$ cat src/rtl/gprf_wb_arbiter.sv
// Round-robin arbiter for the shared GPR write port, with a registered write drive
// and a per-register busy scoreboard that feeds the issue-stage hazard check.
module gprf_wb_arbiter #(
   parameter int unsigned NREQ     = 3,
   parameter int unsigned XLEN     = 32,
   parameter int unsigned RCNT_LOG = 5
) (
   input  logic                         clk,
   input  logic                         rst,
   input  logic [NREQ-1:0]              req_valid,
   input  logic [NREQ*RCNT_LOG-1:0]     req_rd_addr,
   input  logic [NREQ*XLEN-1:0]         req_data,
   output logic [NREQ-1:0]              req_ready,
   input  logic                         rsv_valid,
   input  logic [RCNT_LOG-1:0]          rsv_addr,
   input  logic [RCNT_LOG-1:0]          chk_rs1_addr,
   input  logic [RCNT_LOG-1:0]          chk_rs2_addr,
   input  logic [RCNT_LOG-1:0]          chk_rd_addr,
   output logic                         chk_busy,
   output logic [(2**RCNT_LOG)-1:0]     busy_mask,
   output logic                         wr_enable,
   output logic [RCNT_LOG-1:0]          rd_addr,
   output logic [XLEN-1:0]              rd,
   output logic                         sb_err
);

   localparam int unsigned RCNT  = 2**RCNT_LOG;
   localparam int unsigned PTR_W = (NREQ > 1) ? $clog2(NREQ) : 1;

   logic [PTR_W-1:0]    ptr;
   logic [PTR_W-1:0]    ptr_next;
   logic [PTR_W-1:0]    gnt_idx;
   logic [PTR_W:0]      scan;
   logic                gnt_any;
   logic [RCNT_LOG-1:0] gnt_addr;
   logic [XLEN-1:0]     gnt_data;
   logic                clr_hit;
   logic                unrsv_err;
   logic                waw_err;
   logic [RCNT-1:0]     busy_next;

   logic [RCNT_LOG-1:0] addr_arr [NREQ];
   logic [XLEN-1:0]     data_arr [NREQ];

   for (genvar i = 0; i < NREQ; i++) begin : g_unpack
      assign addr_arr[i] = req_rd_addr[i*RCNT_LOG +: RCNT_LOG];
      assign data_arr[i] = req_data[i*XLEN +: XLEN];
   end

   // Scan from the pointer; the first valid requester wins.
   always_comb begin
      gnt_any = 1'b0;
      gnt_idx = '0;
      scan    = '0;
      for (int unsigned k = 0; k < NREQ; k++) begin
         scan = {1'b0, ptr} + (PTR_W+1)'(k);
         if (scan >= (PTR_W+1)'(NREQ)) begin
            scan = scan - (PTR_W+1)'(NREQ);
         end
         if (!gnt_any && req_valid[scan[PTR_W-1:0]]) begin
            gnt_any = 1'b1;
            gnt_idx = scan[PTR_W-1:0];
         end
      end
      if (rst) begin
         gnt_any = 1'b0;
      end
   end

   always_comb begin
      req_ready = '0;
      if (gnt_any) begin
         req_ready[gnt_idx] = 1'b1;
      end
   end

   assign ptr_next = (gnt_idx == PTR_W'(NREQ - 1)) ? '0 : gnt_idx + PTR_W'(1);
   assign gnt_addr = addr_arr[gnt_idx];
   assign gnt_data = data_arr[gnt_idx];

   // A committing write releases its register on the same edge the file takes the data.
   assign clr_hit   = wr_enable && (rd_addr != '0);
   assign unrsv_err = gnt_any && (gnt_addr != '0) && !busy_mask[gnt_addr] &&
                      !(rsv_valid && (rsv_addr == gnt_addr));
   assign waw_err   = rsv_valid && (rsv_addr != '0) && busy_mask[rsv_addr] &&
                      !(clr_hit && (rd_addr == rsv_addr));

   // Set is applied after clear so a same-edge re-reservation stays outstanding.
   always_comb begin
      busy_next = busy_mask;
      if (clr_hit) begin
         busy_next[rd_addr] = 1'b0;
      end
      if (rsv_valid) begin
         busy_next[rsv_addr] = 1'b1;
      end
      busy_next[0] = 1'b0;
   end

   assign chk_busy = busy_mask[chk_rs1_addr] | busy_mask[chk_rs2_addr] | busy_mask[chk_rd_addr];

   always_ff @(posedge clk) begin
      if (rst) begin
         ptr       <= '0;
         wr_enable <= 1'b0;
         rd_addr   <= '0;
         rd        <= '0;
         busy_mask <= '0;
         sb_err    <= 1'b0;
      end else begin
         busy_mask <= busy_next;
         if (unrsv_err || waw_err) begin
            sb_err <= 1'b1;
         end
         if (gnt_any) begin
            ptr       <= ptr_next;
            wr_enable <= (gnt_addr != '0);
            rd_addr   <= gnt_addr;
            rd        <= gnt_data;
         end else begin
            wr_enable <= 1'b0;
         end
      end
   end

endmodule

$ cat config.mk
export PLATFORM = sky130hd
export DESIGN_NAME = gprf_wb_arbiter
export DESIGN_NICKNAME = d
export VERILOG_FILES = /design/src/rtl/gprf_wb_arbiter.sv
export SDC_FILE = /design/constraint.sdc
export NUM_CORES = 1
export LEC_CHECK = 0
export CORE_MARGIN = 2
export CORE_UTILIZATION = 40
export DETAILED_ROUTE_END_ITERATION = 6
export MAX_ROUTING_LAYER = met4
export PLACE_DENSITY = 0.87
export SYNTH_ARGS = -nofsm -noshare
export SYNTH_HDL_FRONTEND = slang
export SYNTH_SLANG_ARGS = --single-unit
$ cat constraint.sdc
create_clock -name clk -period 3.56 [get_ports clk]
set_input_delay 1.068 -clock clk [delete_from_list [all_inputs] [get_ports clk]]
set_output_delay 1.068 -clock clk [all_outputs]
set_load 0.005 [all_outputs]
### After elaboration in Yosys (flattened, before gate mapping)

Index checks and enable logic that the tools add are counted.

* logic and storage cells: 106
* input bits: 137
* RAM bits: 0
* output and inout bits: 75
* latch bits: 0
* register bits after elaboration: 73
* memory bits (read-only): 0
* memories: 0

* magnitude comparators: 17
* add/sub/neg operators: 6
* $mul: 0
* reduce and logical (&&, ||, !) cells: 24
* divide/modulo/power cells: 0
* bitwise operators: 7
* muxes and demuxes: 42
* eq/ne operators: 3
* shifts and indexed selects: 0

Operator list (number)
* two-way mux 32 bit: 4
* binary-select mux 32 bit (select 2 bit): 1
* < comparator 5 x 6 -> 1 bit, second input constant: 6
* bitwise AND 32 bit: 1
* inverter 32 bit: 1
* OR 32 bit: 1
* binary-select mux 1 bit (select 5 bit): 5
* two-way mux 1 bit: 15
* nonzero test 5 bit: 3
* logical AND 1 bit: 14
* two-way mux 2 bit: 7
* < comparator 2 x 3 -> 1 bit, second input constant: 4
* binary-select mux 5 bit (select 2 bit): 1
* demux 1 bit (select 5 bit): 2
* == test 5 bit: 2
* greater-or-equal comparator 5 x 1 -> 1 bit, second input constant: 2
* two-way mux 5 bit: 2
* binary-select mux 1 bit (select 2 bit): 3
* greater-or-equal comparator 3 x 2 -> 1 bit, second input constant: 2
* subtractor 2 bit, second input constant: 3
* logical NOT 1 bit: 5
* adder 2 x 1 -> 3 bit, second input constant: 1
* adder 2 x 2 -> 3 bit, second input constant: 1
* greater-or-equal comparator 3 bit, second input constant: 1
* 11 further kinds: 12

### Logic depth before layout (Yosys ltp)

Gate-level depths: netlist (run 1).

* depth after elaboration: 21
* gate-level depth with buffers: 15
* gate-level depth less buffers: 12

### Worst setup path after synthesis (run 1)

No wires, ideal clock.

* path type: in2out
* start: in chk_rs1_addr[0]
* end: out chk_busy
* data arrival time: 2664 ps
* path buffers: 1
* required time: 2492 ps
* slack: -172 ps
* stages: 5
* cell sequence: clkbuf_1 -> mux4_2 -> mux4_2 -> mux2i_1 -> nand3_1

* word-level cells in the longest chain between the ends: 4

RTL lines
* from (decl): RTL line 16 `input logic [RCNT_LOG-1:0] chk_rs1_addr,`
* binary-select mux 1 bit (select 5 bit): RTL line 100 `assign chk_busy = busy_mask[chk_rs1_addr] | busy_mask[chk_rs2_addr] | busy_mask[chk_rd_addr];`
* two-way mux 1 bit (not written as such): RTL line 100
* OR 1 bit (2 in series): RTL line 100
* to (decl): RTL line 19 `output logic chk_busy,`

Every way passes these cells. The select of a mux whose other input is x is not followed.

### Worst setup path after layout (run 1)

Ends and elaborated chain as after synthesis.

==> results of run 1 <==
==> critical path: stages <==
cell and delay (ns):
sky130_fd_sc_hd__buf_12 0.10, sky130_fd_sc_hd__mux4_2 0.50, sky130_fd_sc_hd__mux4_2 0.49, sky130_fd_sc_hd__mux2i_1 0.18
sky130_fd_sc_hd__nand3_1 0.10, sky130_fd_sc_hd__buf_2 0.14
==> cell families (layout without fill, tap and decap cells) <==
group | after synthesis | count (layout) | synth area share
and+or+nand+nor | 187 | 187 | 0.158
DFF | 72 | 72 | 0.274
xor gates and xnor gates | 11 | 11 | 0.0183
adders and majority gates | 4 | 4 | 0.00952
buffers and inverters | 58 | 289 | 0.0486
muxes | 103 | 103 | 0.280
AOI/OAI and AO/OA | 176 | 176 | 0.211
other | 1 | 2 | 0.000714
==> per-layer routing <==
layer,GRT usage,vias to the layer above,part of all wire
li1,-,2731,-
met1,0.343,2817,0.39
met2,0.450,376,0.47
met3,0.0729,101,0.10
met4,0.142,0,0.047
met5,-,-,0
==> registers in the layout, indices dropped and copies added, names as in the netlist <==
register / cells
rd_addr: 5
busy_mask: 31
wr_enable: 1
sb_err: 1
rd: 32
ptr: 2
==> power groups by stage <==
stage,Combinational [mW],Clock [mW],Sequential (mW)
floorplan,2.13,0,1.14
global placement,3.20,0,1.17
detailed placement,3.27,0,1.18
CTS,3.38,0.969,1.17
global route,3.78,1.01,1.20
finish,3.48,0.958,1.18
==> worst max path at each step <==
stage	startpoint	end	slack, ns
detailed placement	chk_rs1_addr[1]	chk_busy	-0.94
CTS	chk_rs1_addr[0]	chk_busy	-0.14
finish	chk_rs1_addr[0]	chk_busy	-0.08
floorplan	chk_rd_addr[2]	chk_busy	-0.003
global placement	chk_rs1_addr[1]	chk_busy	-0.89
global route	chk_rd_addr[2]	chk_busy	-0.12
==> layout make-up <==
cell class                      count  area [µm²]  share of cell area
Clock buffer                       11         233              0.0285
Inverter                            3        11.3             0.00138
Sequential cell                    72        1440               0.176
Timing Repair Buffer              270        2550               0.312
Multi-Input combinational cell    482        3640               0.446
Tap cell                          172         215              0.0263
Antenna cell                        1        2.50            0.000306
Clock inverter                      5        81.3             0.00995
==> what timing repair did <==
item / in CTS / in global routing
setup buffers: 3 / 3
endpoints found under the setup margin: 6 / 5
pin swaps: 5 / 6
resized for setup: 61 / 28
==> cell usage in the layout (no fill, tap or decap), types with 8 or more instances in the layout <==
master / count
sky130_fd_sc_hd__clkbuf_16: 9
sky130_fd_sc_hd__mux2i_1: 60
sky130_fd_sc_hd__nand3b_1: 8
sky130_fd_sc_hd__a21oi_1: 69
sky130_fd_sc_hd__clkdlybuf4s50_1: 195
sky130_fd_sc_hd__dfxtp_1: 71
sky130_fd_sc_hd__mux4_2: 34
sky130_fd_sc_hd__buf_4: 58
sky130_fd_sc_hd__nor2_1: 88
sky130_fd_sc_hd__a211oi_1: 32
sky130_fd_sc_hd__nand2_1: 56
sky130_fd_sc_hd__o21ai_0: 36
==> metrics.cfg, run 1 <==
[power]
switching_share = 0.407
pwr-share-clk = 0.171
ir_drop_mv = 0.526
power.total_mw = 5.62
internal_power_mw = 3.33
power_density_over_the_cells_nw_per_um2 = 687
power.combinational.fraction = 0.620
power_switching_mw = 2.28
seqPwrFrac = 0.209
leakagePower_nw = 3.13

[floorplanning]
die_area_um2 = 14100
initial_core_util = 0.413
design.portCount = 212
chipWidth_um = 119
die-height_um = 119
core_area_um2 = 12700
rows = 41

[yosys]
syn_nets = 753
post_synth.cell_area_avg_um2 = 8.59
cell_type_with_the_highest_aggregate_area_in_the_netlist = sky130_fd_sc_hd__dfxtp_1
synth_cell_type_count = 60
netlist_instances = 612
asyncSetResetFlopFracSynth = 0
synthesis.yosys.warnings = 0
yosys.cell_count.top_type = sky130_fd_sc_hd__nor2_1
synth-seq-area-share = 0.274
yosys.area.top_type_share = 0.274
synth.cells.most_frequent = sky130_fd_sc_hd__nor2_1, sky130_fd_sc_hd__dfxtp_1, sky130_fd_sc_hd__a21oi_1
synthFlopType = sky130_fd_sc_hd__dfxtp_1
post_synth_main_area_contributors = sky130_fd_sc_hd__dfxtp_1, sky130_fd_sc_hd__mux4_2, sky130_fd_sc_hd__mux2i_1
number_of_synthesized_register_bits = 72
synth_enable_flop_cells = 0
netlist_area_um2 = 5260

[final_layout]
fill_cells = 999
final_net_count = 979
fin_area_um2 = 8180
area.growth.synth_to_final_pct = 55.6
layout.core_utilization = 0.643
fraction_of_layout_cells_with_a_size_suffix_above_1 = 0.173
finish.cell_count_without_fillers = 1016

[place]
placedInstanceArea_um2 = 7760
port_buffers = 210
hpwl_um = 14800
preCtsSetupSlack_ns = -0.938
placed_instances = 996
finalWeightedCongestion = 0.983

[cts]
numClockSinks = 72
path_clk_slew_ns = 0.05
ctsHtreeMaxLevel = 3
clk-insertion-delay-late_ns = 0.34
clock-root-buffer = sky130_fd_sc_hd__clkbuf_16
cts-hold-fix-buffers = 0
cts_tree = done
clock_tree.buffer_depth = 2
cts_inserted_buffers = 9

[critical_path]
setup.worst_path.end_class = output pin
path_max_fanout = 6
reg2reg_to = sb_err$_SDFFE_PP0P_
cp_data_arrival_time_ns = 2.57
crit-reg2reg-launch = ptr[1]$_SDFFE_PP0P_
register_to_register_path_setup_slack_ns = 0.16
crit_type = in2out
required_ns = 2.49
worst_r2r_path_depth = 14
crit_path_start_kind = input port

[sta]
fin_skew_ns = 0.00801
fmax_mhz = 275
rsz0062_at_grt = true
timing.max_slew.rel_slack = 0.503
timing.final.crit_share = 1.02
whs_ns = 0.489
period_needed_ns = 3.64
drv_slew = 0
tightest_slew_ns = 0.743
hold_viol = 0
setup_viol_count_final = 1
fin_tns_setup_ns = -0.0785
timing.final.ws_setup_ns = -0.0785

[route]
route.final.wire_length_um = 20100
detailedRoute.firstIterationViolations = 805
route.detailed.drc = 0
antenna_violating_nets_post_route = 0
first_pass_iters = 6
num_vias = 6025
post_drt_wl_per_cell_um = 19.8
viasPerCell = 5.93

[min_path]
hold_depth = 2
hold-path-endpoint = rd[13]$_SDFFE_PP0P_
start_point_of_the_worst_min_delay_path = rd[13]$_SDFFE_PP0P_
timing.hold.worst.class = reg2reg

[global_route]
gr-total-overflow = 0
grt_antenna_before_repair = 1
track_usage = 0.287
via_count_of_the_first_global_routing_pass = 5886
global_route_wire_length_before_repair_um = 31200
grt_max_degree = 65

[job]
maxCapViolCount = 0

[status]
outcome = complete, but fails checks
failed_checks = setup timing

(Power assumes the default switching activity.)
==> run 2, diff against run 1 <==
==> constraint.sdc (replaced) <==
create_clock -name clk -period 3.15 [get_ports clk]
set_input_delay 0.945 -clock clk [delete_from_list [all_inputs] [get_ports clk]]
set_output_delay 0.945 -clock clk [all_outputs]
set_load 0.005 [all_outputs]
==> metrics.cfg, run 2 (synthesis results as in run 1) <==
[status]
outcome = complete, but fails checks
failed_checks = setup timing

[floorplanning]
die-height_um = 119
chipWidth_um = 119
design.portCount = 212
die_area_um2 = 14100
rows = 41
initial_core_util = 0.413
core_area_um2 = 12700

[power]
power.total_mw = 6.58
ir_drop_mv = 0.536
leakagePower_nw = 3.31
power_density_over_the_cells_nw_per_um2 = 773

[place]
finalWeightedCongestion = 1.07
placedInstanceArea_um2 = 8000
hpwl_um = 15600
port_buffers = 210
preCtsSetupSlack_ns = -1.14

[sta]
drv_slew = 0
timing.final.crit_share = 1.08
fin_skew_ns = 0.00868
period_needed_ns = 3.39
rsz0062_at_grt = true
fmax_mhz = 295
setup_viol_count_final = 3
hold_viol = 0
timing.max_slew.rel_slack = 0.584
timing.final.ws_setup_ns = -0.241
whs_ns = 0.489
tightest_slew_ns = 0.624

[critical_path]
crit_path_start_kind = input port
required_ns = 2.20
crit_type = in2out
setup.worst_path.end_class = output pin
path_max_fanout = 7
cp_data_arrival_time_ns = 2.45

[global_route]
grt_max_degree = 65
gr-total-overflow = 0
grt_antenna_before_repair = 0
global_route_wire_length_before_repair_um = 33300
via_count_of_the_first_global_routing_pass = 6290
track_usage = 0.309

[final_layout]
fin_area_um2 = 8510
layout.cells.most_common = sky130_fd_sc_hd__clkdlybuf4s50_1
largest_register_ff_count = 32
regMostFlops = rd
final_cell_mix = sky130_fd_sc_hd__clkdlybuf4s50_1, sky130_fd_sc_hd__buf_4, sky130_fd_sc_hd__nor2_1
area.growth.synth_to_final_pct = 62.0
layout_top_registers = rd (32), busy_mask (31), rd_addr (5)
fraction_of_layout_cells_with_a_size_suffix_above_1 = 0.227
final_net_count = 1016
fill_cells = 984
antenna_cells = 0
layout.core_utilization = 0.669

[route]
antenna_violating_nets_post_route = 0
route.detailed.drc = 0
viasPerCell = 6.15
detailedRoute.firstIterationViolations = 943
first_pass_iters = 6
num_vias = 6469
post_drt_wl_per_cell_um = 21.9
route.final.wire_length_um = 23000

[cts]
clk-insertion-delay-late_ns = 0.35
cts_tree = done
path_clk_slew_ns = 0.06
clock-root-buffer = sky130_fd_sc_hd__clkbuf_16
ctsHtreeMaxLevel = 3
numClockSinks = 72
cts_inserted_buffers = 9
clock_tree.buffer_depth = 2

[job]
maxCapViolCount = 0

[min_path]
timing.hold.worst.class = reg2reg

run 2: cell types whose count changed in the layout (fill, tap and decap cells not counted), moves of 3 or more:
cell	previous run	this run
sky130_fd_sc_hd__clkbuf_2	3	0
sky130_fd_sc_hd__buf_4	58	94
sky130_fd_sc_hd__buf_6	3	10
sky130_fd_sc_hd__ha_4	0	3
sky130_fd_sc_hd__mux2i_2	0	6
sky130_fd_sc_hd__mux2i_1	60	54
run 2: worst max-delay path: stages:
cell and delay [ns]:
sky130_fd_sc_hd__buf_12 0.10, sky130_fd_sc_hd__mux4_2 0.49, sky130_fd_sc_hd__mux4_2 0.49, sky130_fd_sc_hd__mux2i_1 0.17
sky130_fd_sc_hd__nand3_1 0.10, sky130_fd_sc_hd__buf_2 0.14
run 2: timing repair:
action                     4_1_cts  5_1_grt
hold buffers                     0        0
setup buffers                   11        5
hold endpoints to repair         0        0
setup endpoints to repair       38        8
gates resized for setup         72       43
pin swaps                       10       14
cloned                           0        0
run 2: final cells by class:
class	count	area [µm²]	area share
clock buffers	11	243	0.0285
clock inverters	5	32.5	0.00382
inverters	3	13.8	0.00162
multi-input cells	482	3710	0.436
flip-flops and latches	72	1450	0.170
well taps	172	215	0.0253
repair buffers	307	2850	0.335
run 2: stage by stage:
| stage | std cells | setup TNS (ns) |
|---|---|---|
| detailed placement | 1024 | -20.77 |
| CTS | 1051 | -0.408 |
| floorplan | 612 | -0.0898 |
| global route | 1052 | -0.843 |
| global placement | 1024 | -19.55 |
| finish | 1052 | -0.464 |
run 2: report_power, final:
| part | internal, mW | leakage [nW] | total (mW) | switching, mW |
|---|---|---|---|---|
| logic | 2.08 | 2.59 | 4.23 | 2.15 |
| clock network | 0.552 | 0.128 | 0.967 | 0.415 |
| registers | 1.14 | 0.593 | 1.38 | 0.238 |
run 2: path summary, 6_finish.rpt:
| check | startpoint | to | slack, ns | cells past startpoint |
|---|---|---|---|---|
| max | chk_rd_addr[0] | chk_busy | -0.24 | 6 |
| min | rd[6]$_SDFFE_PP0P_ | rd[6]$_SDFFE_PP0P_ | 0.49 | 2 |
| max reg2reg | ptr[0]$_SDFFE_PP0P_ | sb_err$_SDFFE_PP0P_ | -0.17 | 14 |
| min reg2reg | rd[6]$_SDFFE_PP0P_ | rd[6]$_SDFFE_PP0P_ | 0.49 | 2 |
run 2: layer usage:
layer  vias to the layer above  global-route usage  part of all wire
met3                       151              0.0883              0.12
met2                       535               0.474              0.46
met1                      2992               0.368              0.36
met5                         -                   -                 0
met4                         0               0.162             0.057
li1                       2791                   -                 -
